`src/rtl/hazard_stall_ctrl.sv`:
```
// Pipeline hazard/stall controller for the 5-stage core: load-use interlock, multicycle
// mul/div sequencing with timeout detection, and a free-running stall-cycle counter.
module hazard_stall_ctrl #(
   parameter int MD_TIMEOUT = 64,
   parameter int CNT_W      = 32
) (
   input  logic             clk,
   input  logic             reset,
   input  logic [31:0]      fd_insn,
   input  logic [31:0]      dx_insn,
   input  logic             md_ready,
   output logic             pc_enable,
   output logic             fd_enable,
   output logic             dx_enable,
   output logic             xm_enable,
   output logic             dx_bubble,
   output logic             xm_bubble,
   output logic             md_start,
   output logic             md_timeout,
   output logic [CNT_W-1:0] stall_count
);

   localparam int TW = $clog2(MD_TIMEOUT + 1);
   localparam logic [TW-1:0] TMO_MAX  = TW'(MD_TIMEOUT);
   localparam logic [TW-1:0] TMO_LAST = TW'(MD_TIMEOUT - 1);

   localparam logic [4:0] OP_ALU  = 5'b00000;
   localparam logic [4:0] OP_BNE  = 5'b00010;
   localparam logic [4:0] OP_JR   = 5'b00100;
   localparam logic [4:0] OP_ADDI = 5'b00101;
   localparam logic [4:0] OP_BLT  = 5'b00110;
   localparam logic [4:0] OP_SW   = 5'b00111;
   localparam logic [4:0] OP_LW   = 5'b01000;
   localparam logic [4:0] ALU_MUL = 5'b00110;
   localparam logic [4:0] ALU_DIV = 5'b00111;

   typedef enum logic {IDLE, BUSY} state_t;

   state_t           state_q, state_d;
   logic [TW-1:0]    tmo_cnt_q, tmo_cnt_d;
   logic             md_timeout_q, md_timeout_d;
   logic [CNT_W-1:0] stall_count_q, stall_count_d;

   logic [4:0] fd_op, fd_rd, fd_rs, fd_rt;
   logic [4:0] dx_op, dx_rd, dx_aluop;
   logic       dx_is_lw, dx_is_md;
   logic       fd_reads_rs, fd_reads_rt, fd_reads_rd;
   logic       load_use;

   // Instruction field decode and load-use detection
   always_comb begin
      fd_op    = fd_insn[31:27];
      fd_rd    = fd_insn[26:22];
      fd_rs    = fd_insn[21:17];
      fd_rt    = fd_insn[16:12];
      dx_op    = dx_insn[31:27];
      dx_rd    = dx_insn[26:22];
      dx_aluop = dx_insn[6:2];

      dx_is_lw = (dx_op == OP_LW) && (dx_rd != 5'd0);
      dx_is_md = (dx_op == OP_ALU) && ((dx_aluop == ALU_MUL) || (dx_aluop == ALU_DIV));

      fd_reads_rs = (fd_op == OP_ALU) || (fd_op == OP_ADDI) || (fd_op == OP_LW) ||
                    (fd_op == OP_SW)  || (fd_op == OP_BNE)  || (fd_op == OP_BLT);
      fd_reads_rt = (fd_op == OP_ALU);
      fd_reads_rd = (fd_op == OP_SW) || (fd_op == OP_BNE) || (fd_op == OP_BLT) ||
                    (fd_op == OP_JR);

      // dx_rd is nonzero whenever dx_is_lw holds, so r0 can never match here
      load_use = dx_is_lw && ((fd_reads_rs && (fd_rs == dx_rd)) ||
                              (fd_reads_rt && (fd_rt == dx_rd)) ||
                              (fd_reads_rd && (fd_rd == dx_rd)));
   end

   // Next state and control outputs
   always_comb begin
      state_d      = state_q;
      tmo_cnt_d    = tmo_cnt_q;
      md_timeout_d = md_timeout_q;
      pc_enable    = 1'b1;
      fd_enable    = 1'b1;
      dx_enable    = 1'b1;
      xm_enable    = 1'b1;
      dx_bubble    = 1'b0;
      xm_bubble    = 1'b0;
      md_start     = 1'b0;

      case (state_q)
         IDLE: begin
            tmo_cnt_d = '0;
            if (dx_is_md) begin
               // mul/div holds in DX while a nop drains into XM
               md_start  = 1'b1;
               pc_enable = 1'b0;
               fd_enable = 1'b0;
               dx_enable = 1'b0;
               xm_bubble = 1'b1;
               state_d   = BUSY;
            end else if (load_use) begin
               pc_enable = 1'b0;
               fd_enable = 1'b0;
               dx_bubble = 1'b1;
            end
         end
         BUSY: begin
            if (md_ready) begin
               tmo_cnt_d = '0;
               state_d   = IDLE;
            end else begin
               pc_enable = 1'b0;
               fd_enable = 1'b0;
               dx_enable = 1'b0;
               xm_bubble = 1'b1;
               if (tmo_cnt_q != TMO_MAX) tmo_cnt_d = tmo_cnt_q + 1'b1;
               if (tmo_cnt_q == TMO_LAST) md_timeout_d = 1'b1;
            end
         end
      endcase

      stall_count_d = pc_enable ? stall_count_q : stall_count_q + CNT_W'(1);
   end

   always_ff @(posedge clk or posedge reset) begin
      if (reset) begin
         state_q       <= IDLE;
         tmo_cnt_q     <= '0;
         md_timeout_q  <= 1'b0;
         stall_count_q <= '0;
      end else begin
         state_q       <= state_d;
         tmo_cnt_q     <= tmo_cnt_d;
         md_timeout_q  <= md_timeout_d;
         stall_count_q <= stall_count_d;
      end
   end

   assign md_timeout  = md_timeout_q;
   assign stall_count = stall_count_q;

endmodule

```
`config.mk`:
```
export PLATFORM = sky130hd
export DESIGN_NAME = hazard_stall_ctrl
export DESIGN_NICKNAME = d
export VERILOG_FILES = /design/src/rtl/hazard_stall_ctrl.sv
export SDC_FILE = /design/constraint.sdc
export NUM_CORES = 1
export LEC_CHECK = 0
export ABC_AREA = 1
export BUFFER_PORTS_ARGS = -buffer_cell sky130_fd_sc_hd__buf_2
export CAP_MARGIN = 25
export CORE_UTILIZATION = 40
export DETAILED_ROUTE_END_ITERATION = 12
export PLACE_DENSITY = 0.77
export SKIP_LAST_GASP = 1
export SLEW_MARGIN = 20
export SYNTH_ARGS = -nofsm -noshare
export SYNTH_HDL_FRONTEND = slang
export SYNTH_SLANG_ARGS = --single-unit
```
`constraint.sdc`:
```
create_clock -name clk -period 1.7 [get_ports clk]
set_clock_uncertainty 0.2 [all_clocks]
set_input_delay 0.34 -clock clk [delete_from_list [all_inputs] [get_ports clk]]
set_output_delay 0.34 -clock clk [all_outputs]
set_load 0.1 [all_outputs]
```
==> impl_summary.md, run 1 <==
Pwr
Of the total power, the clock network draws 0.269. The switching share of power is 0.3784. The areal power density over the cells is 642.1 mW/mm^2.

Summed over all nets, the switching power comes to 1.339 mW. The internal portion of the total power is 2.199 mW. The share of total power dissipated in combinational logic is 0.410. IR analysis of the VDD net gives a maximum drop of 0.7677 mV.

The share of total power in sequential cells is 0.322. The leakage power summed over all cells is 2.763 nW.

Synth
The post-synthesis async set-or-reset flop share is 1.000. The cell type with the highest aggregate area in the netlist is sky130_fd_sc_hd__dfrtp_1. The cell area after synthesis is 0.002965 mm^2.

Yosys instantiated no cell more often than sky130_fd_sc_hd__nand2_1. The predominant post-synthesis flop cell is sky130_fd_sc_hd__dfrtp_1. By area the synthesized netlist is led by sky130_fd_sc_hd__dfrtp_1 35%, sky130_fd_sc_hd__nand2_1 17%, sky130_fd_sc_hd__nand3_1 7.6%, sky130_fd_sc_hd__xor2_1 7.4%, sky130_fd_sc_hd__inv_1 5.4%. In this run, distinct cell masters in the synthesized netlist total 31. Counting instances in the post-synthesis netlist gives the leading cell types as 138 x sky130_fd_sc_hd__nand2_1, 45 x sky130_fd_sc_hd__nand3_1, 43 x sky130_fd_sc_hd__inv_1. Synthesis handed over a netlist of 420 instances. Of the post-synthesis cell area, the dominant cell type holds 0.3460. The number of nets in the synthesized netlist is 490. The number of enable flip-flop cells after synthesis is 0.

The post-synthesis average cell area is 7.060 um^2. The register bit total from synthesis is 41. For this run, the register share of the synthesized area comes to 0.3460.

Yosys printed 0 warnings.

Hold path
The min-delay analysis places its worst path in the category input pin to register. The worst hold path begins at md_ready. The worst hold path terminates at tmo_cnt_q[3]. The count of cells along the worst hold path is 4.

Critical path
The worst register-to-register path begins at stall_count[6]. Counting cells, the worst reg-to-reg path comes to 11. For this run, the slowest stage of the critical path takes 0.32 ns. Of all nets on the critical path, the largest fanout is 2. The worst setup slack for register-to-register paths is -0.25 ns. STA classifies the critical path startpoint as an input pin. The worst register-to-register path ends at stall_count[25].

The arrival time of data at the critical path endpoint is 1.58 ns. For this design, the slowest cell found on the critical path is sky130_fd_sc_hd__a211oi_4. The data required time at the worst endpoint is 1.16 ns. The number of buffers and inverters on the critical path is 3. The dominant delay contributor by cell family on the critical path is simple AND/OR/NAND/NOR gates.

STA classifies the critical path endpoint as an output pin. Walking the worst path, the cells encountered are buf_6, nor2_4, nand3b_1, a211oi_4, nand3_4, nand2_4, clkinvlp_4, buf_12. The category of the most critical setup path is input pin to output pin.

CTS
After clock tree synthesis, the clock-pin slew on the worst setup and hold paths is 0.09 ns. The number of clock buffers inserted by TritonCTS is 5. TritonCTS built the clock tree.

The clock tree synthesis step divided the H-tree into 2 levels. The insertion delay of the later-clocked pin in the worst-skew pair is 0.30 ns. The cell sitting at the root of the clock tree is a sky130_fd_sc_hd__clkbuf_8.

The clock passes through at most 2 buffers. The number of clock sinks is 41.

Placement
Detailed placement ended at an HPWL of 6619 um. The placement-stage worst setup slack is -0.3791 ns. The number of buffers inserted by port buffering is 75.

The global placer's final weighted congestion is 0.9000.

STA
For the finished layout, the period the worst path requires is 2.117 ns. For the final routed database, the setup TNS stands at -4.960 ns. Setup repair after global routing could not meet its margin everywhere. The max-slew violation count is 0. Setup violations remaining at the end of the flow were counted as 38. The final hold violation count is 0. Timing would allow up to 472.3 MHz. In the finished design, the share of the clock period the worst path needs comes to 1.245. Once routing completed, OpenROAD measured the worst setup slack at -0.4173 ns.

Floorplan
The overall die height is 88.10 um. The width of the die is 88.10 um. The starting density of the core is 0.4110. The number of top-level pins is 107. The die covers 0.007762 mm^2.

The region available for standard cell placement spans 0.007214 mm^2. The total number of placement rows is 31.

Cells and area
The total number of nets in the final design is 650. The area added between synthesis and finish is 85.78%. The count of antenna diodes in the layout is 0. In the final layout, the share of cells above drive strength 1 is 0.5284.

Detailed routing
After detailed routing, the number of vias per cell comes to 5.560. The routed layout has 3,781 vias. The first detailed-routing pass took 5 iterations. The detailed-route wire length per cell is 18.10 um.

The wire length after detailed routing is 12,310 um. The detailed router finished its first iteration with 338 violations. In the routed design, unresolved DRC markers number 0.

In this run the remaining antenna-violating nets after routing total 0.

Global route
The number of global-route vias before repair was 3,460. The first global-routing pass estimated 15,990 um of wire. The global-route total usage across every layer is 0.2640. The total congestion overflow is 0.

Entering global routing, the biggest net connects 42 pins. The number of antenna violations at the first check in global routing is 0.

Run
The tool flagged a number of max-cap violations equal to 0.

Status
The flow ran to the end, but the final reports show violations. The checks that failed: negative setup slack.
[per-layer routing]
layer,GRT usage,part of all wire,vias to the layer above
met5,0,0,-
met4,0.1202,0.062,0
met3,0.04241,0.068,91
met2,0.4806,0.51,251
met1,0.3032,0.36,1795
li1,-,-,1644
[tightest hold or removal path, cell delays in order]
cell,delay (ns)
sky130_fd_sc_hd__buf_2,0.11
sky130_fd_sc_hd__nor2_1,0.12
sky130_fd_sc_hd__nand2_1,0.09
sky130_fd_sc_hd__a21oi_1,0.03
[how the worst max path moves through the flow]
stage	start	end	slack [ns]	depth (start not counted)
6_report	dx_insn[27]	pc_enable	-0.42	8
2_1_floorplan	dx_insn[31]	md_start	-0.81	3
5_1_grt	dx_insn[27]	pc_enable	-0.46	8
3_5_place_dp	dx_insn[23]	pc_enable	-0.38	10
4_1_cts	fd_insn[18]	pc_enable	-0.36	10
3_3_place_gp	fd_insn[30]	fd_enable	-0.33	12
[registers in the layout, indices dropped and copies added, names as in the netlist]
name,flops
stall_count,32
state_q,1
md_timeout,1
tmo_cnt_q,7
[power groups by stage]
stage | combinational [mW] | sequential (mW) | clock, mW
2_1_floorplan | 0.467 | 1.45 | 0
3_3_place_gp | 1.19 | 1.16 | 0
3_5_place_dp | 1.22 | 1.16 | 0
4_1_cts | 1.32 | 1.13 | 0.945
5_1_grt | 1.51 | 1.14 | 0.998
6_report | 1.45 | 1.14 | 0.951
[placed cells by master, fill, tap and decap left out, drive strengths merged]
cell	instances
xor2	25
xnor2	13
nor4	1
bufinv	2
dlygate4sd3	1
nand2	144
nand3	50
nand3b	3
buf	161
dfrtp	41
nor3	23
conb	1
ha	3
nor2	40
a211oi	1
o211ai	1
o21ai	3
a21oi	6
inv	42
clkinvlp	2
nand4	9
clkbuf	7
nor3b	1
clkinv	1
[logic make-up (layout without fill, tap and decap cells)]
kind of cell | count (synthesis) | in the layout | share of synthesized area
flops | 41 | 41 | 0.3460
buf+inv | 55 | 216 | 0.08185
xor+xnor | 38 | 38 | 0.1122
compound gates | 11 | 11 | 0.02194
simple gates | 271 | 271 | 0.4241
fa+ha+maj | 3 | 3 | 0.01266
other cells | 1 | 1 | 0.001265
[metrics by stage]
step                std cells  cell area [um^2]    util  total power, mW  hold slack (ns)
global route              680              5509  0.7636            3.649           0.2651
finish                    680              5509  0.7636            3.537           0.2383
detailed placement        646              4671  0.6474            2.377           0.2168
CTS                       667              5100  0.7069            3.398           0.2055
global placement          646              4671  0.6474            2.355           0.2148
floorplan                 420              3248       -            1.920           0.2681
[final cells by class]
class	instances	area, um^2
Clock buffer	5	68.82
Clock inverter	3	65.06
Fill cell	413	1705
Inverter	44	187.7
Multi-Input combinational cell	324	2163
Sequential cell	41	1135
Tap cell	99	123.9
Timing Repair Buffer	164	1765
[timing repair]
action / in CTS / in global routing
hold endpoints to repair: 41 / 0
gates resized for setup: 48 / 79
hold buffers: 1 / 0
endpoints found under the setup margin: 23 / 48
setup buffers: 13 / 16
pin swaps: 26 / 54
(Power assumes the default switching activity.)
==> inputs of run 2 (changes only) <==
- PLACE_DENSITY: 0.77 -> 0.75
- clock period: 1.7 -> 2.45 ns (I/O delays scaled with it)
==> run 2 against run 1 <==
Against the previous run: the run now ends clean; critical path depth unchanged; setup slack better by 0.50 ns; total power decreased by 47%; sequential share of layout area rose by 7.7 points; via count shrank 22%; clock power is 49% lower; global-route usage decreased by 7.2 points; clock-buffer cell count increased by 2; non-clock buffer count decreased by 81.
==> impl_summary.md, run 2 (synthesized netlist as in run 1, its figures left out) <==
Status
The run finished with clean final reports.

Detailed routing
Dividing the detail-routed wire length by the instance count gives 12.18 um. The per-cell via count in the routed design is 4.905. For this run, design rule violations remaining after detail routing come to 0.

Across all layers, the routed design uses 2,938 vias. The violation count after the first detailed-routing iteration is 173. The count of antenna-violating nets left after detailed routing is 0. Wires add up to 7298 um.

The count of TritonRoute iterations in the first routing pass is 4.

Global route
The first global-routing pass estimated 11,720 um of wire. The total congestion overflow is 0. The number of global-route vias before repair is 2,575. The global-route total usage across every layer is 0.1919. Entering global routing, the biggest net connects 42 pins.

The number of antenna violations at the first check in global routing was 0.

Critical path
The worst reg2reg path depth is 10. In this run the worst path has a maximum fanout of 3. The category of the most critical setup path is input pin to output pin. The arrival time of data at the critical path endpoint is 1.68 ns. STA classifies the critical path endpoint as an output pin. Counting stages on the worst path, the most repeated cell is sky130_fd_sc_hd__nand2_2. The sort of element at the start of the critical path is an input pin.

For the worst setup path, the data required time is 1.76 ns. The number of buffers and inverters on the critical path is 4. The dominant delay contributor by cell family on the critical path is simple AND/OR/NAND/NOR gates.

The startpoint identified for the worst register-to-register timing path is stall_count[1]. Walking the worst path, the cells encountered are buf_2, nor3b_1, nand3_1, nand2_2, nand2_2, buf_4, clkinvlp_4, buf_12. The worst setup slack for register-to-register paths is 0.49 ns. The maximum single-stage delay on the critical path is 0.29 ns. For this design, the slowest cell found on the critical path is sky130_fd_sc_hd__nor3b_1. The worst register-to-register path ends at stall_count[24].

STA
The max-slew violation count was 0. The routed design could run at a clock period as short as 2.368 ns. The transition at the pin with the smallest max-transition slack is 0.5058 ns. Setup repair after global routing could not meet its margin everywhere. The final hold violation count is 0. Setup violations remaining at the end of the flow were counted as 0. The worst pin sits at a relative slew slack of 0.6628. The ratio of final minimum period to clock period is 0.9664.

The achievable frequency is 422.4 MHz. The tightest hold path in the finished design has a slack of 0.1149 ns.

CTS
The number of clock buffers inserted by TritonCTS is 5. The number of clock sinks is 41. The clock-pin slew reported for the worst setup and hold paths after clock tree synthesis is 0.08 ns. The cell chosen for the clock root is sky130_fd_sc_hd__clkbuf_8. In this run the number of H-tree levels came out at 2.

The TritonCTS clock tree is yes. No sink is reached through more buffers than the 2 on the longest clock path. The insertion delay of the later-clocked pin in the worst-skew pair is 0.29 ns. The number of hold buffers added after CTS is 0.

Placement
The number of buffers inserted by port buffering is 75. The congestion estimate from routability-driven global placement came to 0.9138. The HPWL reported at the end of detailed placement is 5540 um.

Cells and area
The fraction of layout cells with a size suffix above 1 is 0.2480. The total number of nets in the final design is 569. The library cell used most frequently in the layout, excluding fill and tap cells, is sky130_fd_sc_hd__nand2_1.

The top cell types in the final layout, fill and taps aside, are 137 x sky130_fd_sc_hd__nand2_1, 69 x sky130_fd_sc_hd__buf_2, 45 x sky130_fd_sc_hd__nand3_1. 0 antenna diodes ended up in the layout. The area added between synthesis and finish is 22.74%.

The final core utilization is 0.5045. The flip-flop count of the largest register after layout is 32.

Run
The max-capacitance violation count is 0.

Pwr
Dividing total power by cell area gives a power density of 519.9 mW/mm^2. The worst-case IR drop observed on VDD is 0.6309 mV. The leakage power summed over all cells is 1.889 nW.

Floorplan
Measured along the x axis, the die boundary spans 88.10 um. For this configuration, the core starts out at a cell density of 0.4110. In this run the vertical extent of the chip is 88.10 um.

During I/O placement, the number of pins put on the boundary was 107. In this run the core area contains 31 standard-cell rows. The full die area is 0.007762 mm^2.

The core area is 0.007214 mm^2.

Hold path
In this run the worst hold path is classified as input pin to async pin.
## run 2: routing by layer
| layer | routed length [um] | vias to the layer above | global-route usage | share of wire |
|---|---|---|---|---|
| met4 | 56 | 0 | 0.03959 | 0.0077 |
| met3 | 507 | 6 | 0.03487 | 0.069 |
| met5 | 0 | - | 0 | 0 |
| li1 | - | 1487 | - | - |
| met1 | 3337 | 1343 | 0.2449 | 0.46 |
| met2 | 3396 | 102 | 0.3397 | 0.47 |
## run 2: timing repair
action | CTS | global route
gates cloned | 0 | 0
buffers inserted | 0 | 0
setup endpoints to repair | 3 | 4
resized for setup | 1 | 9
pin swaps | 0 | 1
## run 2: area by class of cell
class                      count  area (um^2)
inverter                      44        172.7
fill                         733         3575
sequential                    41         1028
clock buffer                   7        96.34
timing repair buffer          83        495.5
clock inverter                 1        5.005
tap                           99        123.9
multi-input combinational    324         1718
## run 2: how the worst max path moves through the flow
stage,from,to,cells after the start,slack [ns]
floorplan,dx_insn[31],md_start,3,-0.35
global placement,dx_insn[24],fd_enable,10,-0.007
detailed placement,dx_insn[24],fd_enable,10,-0.01
CTS,dx_insn[24],fd_enable,10,-0.02
global route,dx_insn[24],fd_enable,10,-0.002
finish,dx_insn[5],xm_bubble,8,0.08
## run 2: report_power, final
part	total, mW	internal (mW)	switching, mW
clock	0.484	0.255	0.229
combinational	0.637	0.147	0.490
sequential	0.772	0.711	0.0611
total	1.89	1.11	0.780
## run 2: tightest hold or removal path, stage by stage
cell and delay [ns]:
sky130_fd_sc_hd__buf_2 0.10, sky130_fd_sc_hd__inv_1 0.04, sky130_fd_sc_hd__buf_4 0.43
## run 2: per-stage QoR
step | setup TNS, ns | setup slack, ns | std cells | total power [mW] | cell area [um^2]
2_1_floorplan | -0.8869 | -0.3495 | 420 | 1.277 | 3000
3_3_place_gp | -0.01261 | -0.006915 | 591 | 1.400 | 3511
3_5_place_dp | -0.02590 | -0.01319 | 591 | 1.409 | 3511
4_1_cts | -0.03635 | -0.01859 | 599 | 1.895 | 3615
5_1_grt | -0.003289 | -0.002406 | 599 | 1.977 | 3640
6_report | 0 | 0.08243 | 599 | 1.892 | 3640
==> inputs of run 3 (changes only) <==
- BUFFER_PORTS_ARGS: -buffer_cell sky130_fd_sc_hd__buf_2 -> not set
- DONT_BUFFER_PORTS: not set -> 1
- PLACE_DENSITY: 0.75 -> 0.62
==> run 3 against run 2 <==
Against the previous run: clock-buffer cell count decreased by 1; sequential share of layout area up 1.2 points; routed wire length up 2.7%; sequential power fell by 1%; sequential cell count did not move; utilization decreased by 2.1 points; combinational power is 5.7% lower; highest routed layer unchanged; maximum frequency is 3.7% higher; via count fell by 5.9%; clock power grew 19%; cell count down 7.0%.
==> impl_summary.md, run 3 (synthesized netlist as in run 1, its figures left out) <==
Pwr
The share of power burned in combinational logic is 0.310. For this design the static power due to leakage is 1.713 nW. The share of total power dissipated in the clock network is 0.298. The share of total power in sequential cells is 0.393. The switching share of power is 0.3988.

Summed over all nets, the switching power comes to 0.7739 mW. The areal power density over the cells is 556.8 mW/mm^2. The internal power of the cells totals 1.167 mW.

The worst voltage drop across the vdd grid is 0.7353 mV.

Detailed routing
The routed layout has 2,765 vias. In this run the remaining antenna-violating nets after routing total 0. Before antenna repair, the detailed router went through 4 iterations. In the routed design, unresolved DRC markers number 0. For this block, the routed nets add up to 7494 um of wire. The violation count after the first detailed-routing iteration is 119. The per-cell via count in the routed design is 4.964. Dividing the detail-routed wire length by the instance count gives 13.45 um.

Cells and area
The post-layout instance count excluding filler cells is 557. The flip-flop count of the largest register after layout is 32. Registers take 0.001028 mm^2. Leaving out fill and tap cells, the most frequent cell in the layout is sky130_fd_sc_hd__nand2_1. Of the cells placed in the final design, the portion with a size suffix greater than 1 is 0.1747. For this run, the share of the core covered by cells in the final layout is 0.4832. The multi-input gate area in the final layout is 0.001708 mm^2. At the end of the flow, the number of nets in the layout was 527. In the layout the commonest cells are 138 x sky130_fd_sc_hd__nand2_1, 45 x sky130_fd_sc_hd__nand3_1, 41 x sky130_fd_sc_hd__inv_1. The layout has 743 filler cells. From synthesis to final layout, the design area changed by 17.55%. The count of antenna diodes in the layout is 0.

Global route
The total congestion overflow is 0. The number of global-route vias before repair is 2,611. The pin count of the biggest net entering global routing is 42. The number of antenna violations at the first check in global routing is 0. The global-route total usage across every layer is 0.2002. The global-route wire length before repair is 12,010 um.

Floorplan
The number of top-level pins is 107. After floorplanning, the core was divided into 31 placement rows. The die covers 0.007762 mm^2. The starting density of the core is 0.4110. The overall die height is 88.10 um. The core area is 0.007214 mm^2. The width of the die is 88.10 um.

Critical path
The maximum fanout encountered on the critical timing path is 33. The capturing element type of the critical path is an output pin. The worst setup path is of the register to output pin kind. The data required time at the worst endpoint is 1.76 ns. The sort of element at the start of the critical path is a register. Data arrives at the worst endpoint at 1.59 ns.

STA
Setup violations remaining at the end of the flow were counted as 0. In the final timing run, aggregate negative setup slack is 0 ns. The final hold violation count is 0. Setup repair after global routing left no endpoint under its margin.

Dividing the final minimum period by the clock period gives 0.9318. The transition at the pin with the smallest max-transition slack is 0.6450 ns. The shortest period the worst path allows is 2.283 ns.

Static timing analysis puts the maximum clock frequency at 438.0 MHz. Measured against its own limit, the worst slew margin works out to 0.5700. The max-slew violation count was 0.

Run
The max-capacitance violation count is 0.

CTS
The number of hold buffers added after CTS is 0. The number of clock buffers inserted by TritonCTS is 5. The number of clock sinks is 41.

The buffer levels on the longest clock path is 2. The insertion delay of the later-clocked pin in the worst-skew pair is 0.30 ns. The post-cts gate resize count is 0. Once the clock tree was built, the setup fixing pass inserted 0 buffers. The TritonCTS clock tree is yes. The clock-pin slew reported for the worst setup and hold paths after clock tree synthesis is 0.08 ns. The cell chosen for the clock root is sky130_fd_sc_hd__clkbuf_8.

The clock tree synthesis step divided the H-tree into 2 levels.

Placement
In this run, placement finished with an instance count of 549. The number of buffers inserted by port buffering is 0. The global placer's final weighted congestion is 0.9289.

Once detailed placement completed, the half-perimeter wirelength came to 5600 um.

Hold path
The class of the tightest hold or removal check is input pin to async pin.

Status
The flow ran to the end, and the final reports show no timing, DRC or antenna violations.
[run 3: cell types whose count changed in the layout (fill, tap and decap cells not counted), sizes merged]
cell	change
clkinvlp	+1
clkinv	-1
clkbuf	-1
bufinv	+1
buf	-42
[run 3: metrics by stage]
| step | instance area (um^2) | power, mW | hold slack [ns] | setup WS (ns) |
|---|---|---|---|---|
| final | 3486 | 1.941 | 0.007677 | 0.1670 |
| after floorplan | 3000 | 1.277 | 0.2681 | -0.3495 |
| after CTS | 3486 | 1.955 | 0.03399 | 0.1683 |
| after detailed placement | 3366 | 1.378 | 0.2599 | 0.2015 |
| after global routing | 3486 | 2.023 | 0.05277 | 0.06929 |
| after global placement | 3366 | 1.376 | 0.2514 | 0.2082 |
[run 3: path summary, 6_finish.rpt]
check                                  endpoint  cells past startpoint            from  slack, ns
worst min register to register       md_timeout                      2      md_timeout       0.28
worst max register to register  stall_count[24]                     10  stall_count[1]       0.46
max in group asynchronous        stall_count[1]                      2           reset       1.65
worst min-delay path                    state_q                      2           reset      0.008
worst max-delay path                  dx_enable                      4         state_q       0.17
min in group clk                   tmo_cnt_q[3]                      3        md_ready       0.25
[run 3: critical path, stage by stage (launching register included)]
cell	delay, ns
sky130_fd_sc_hd__dfrtp_1	0.41
sky130_fd_sc_hd__inv_1	0.08
sky130_fd_sc_hd__nand2_1	0.09
sky130_fd_sc_hd__nand2_2	0.15
sky130_fd_sc_hd__buf_4	0.55
[run 3: layer usage]
layer | up-vias | global-route usage | wire length [um]
li1 | 1405 | - | -
met5 | - | 0 | 0
met2 | 80 | 0.3517 | 3608
met1 | 1274 | 0.2541 | 3366
met4 | 0 | 0.04252 | 61
met3 | 6 | 0.04147 | 457
[run 3: final cells by class]
cell class                 instances  share of cell area
tap                               99             0.03553
clock buffer                       6             0.02369
sequential                        41              0.2950
clock inverter                     2             0.01077
inverter                          44             0.04953
multi-input combinational        324              0.4900
timing repair buffer              41             0.09548
[run 3: power groups by stage]
stage	Sequential (mW)	Clock, mW	Combinational, mW
floorplan	0.971	0	0.305
global placement	0.775	0	0.602
detailed placement	0.774	0	0.604
CTS	0.761	0.587	0.606
global route	0.767	0.618	0.637
finish	0.762	0.577	0.601
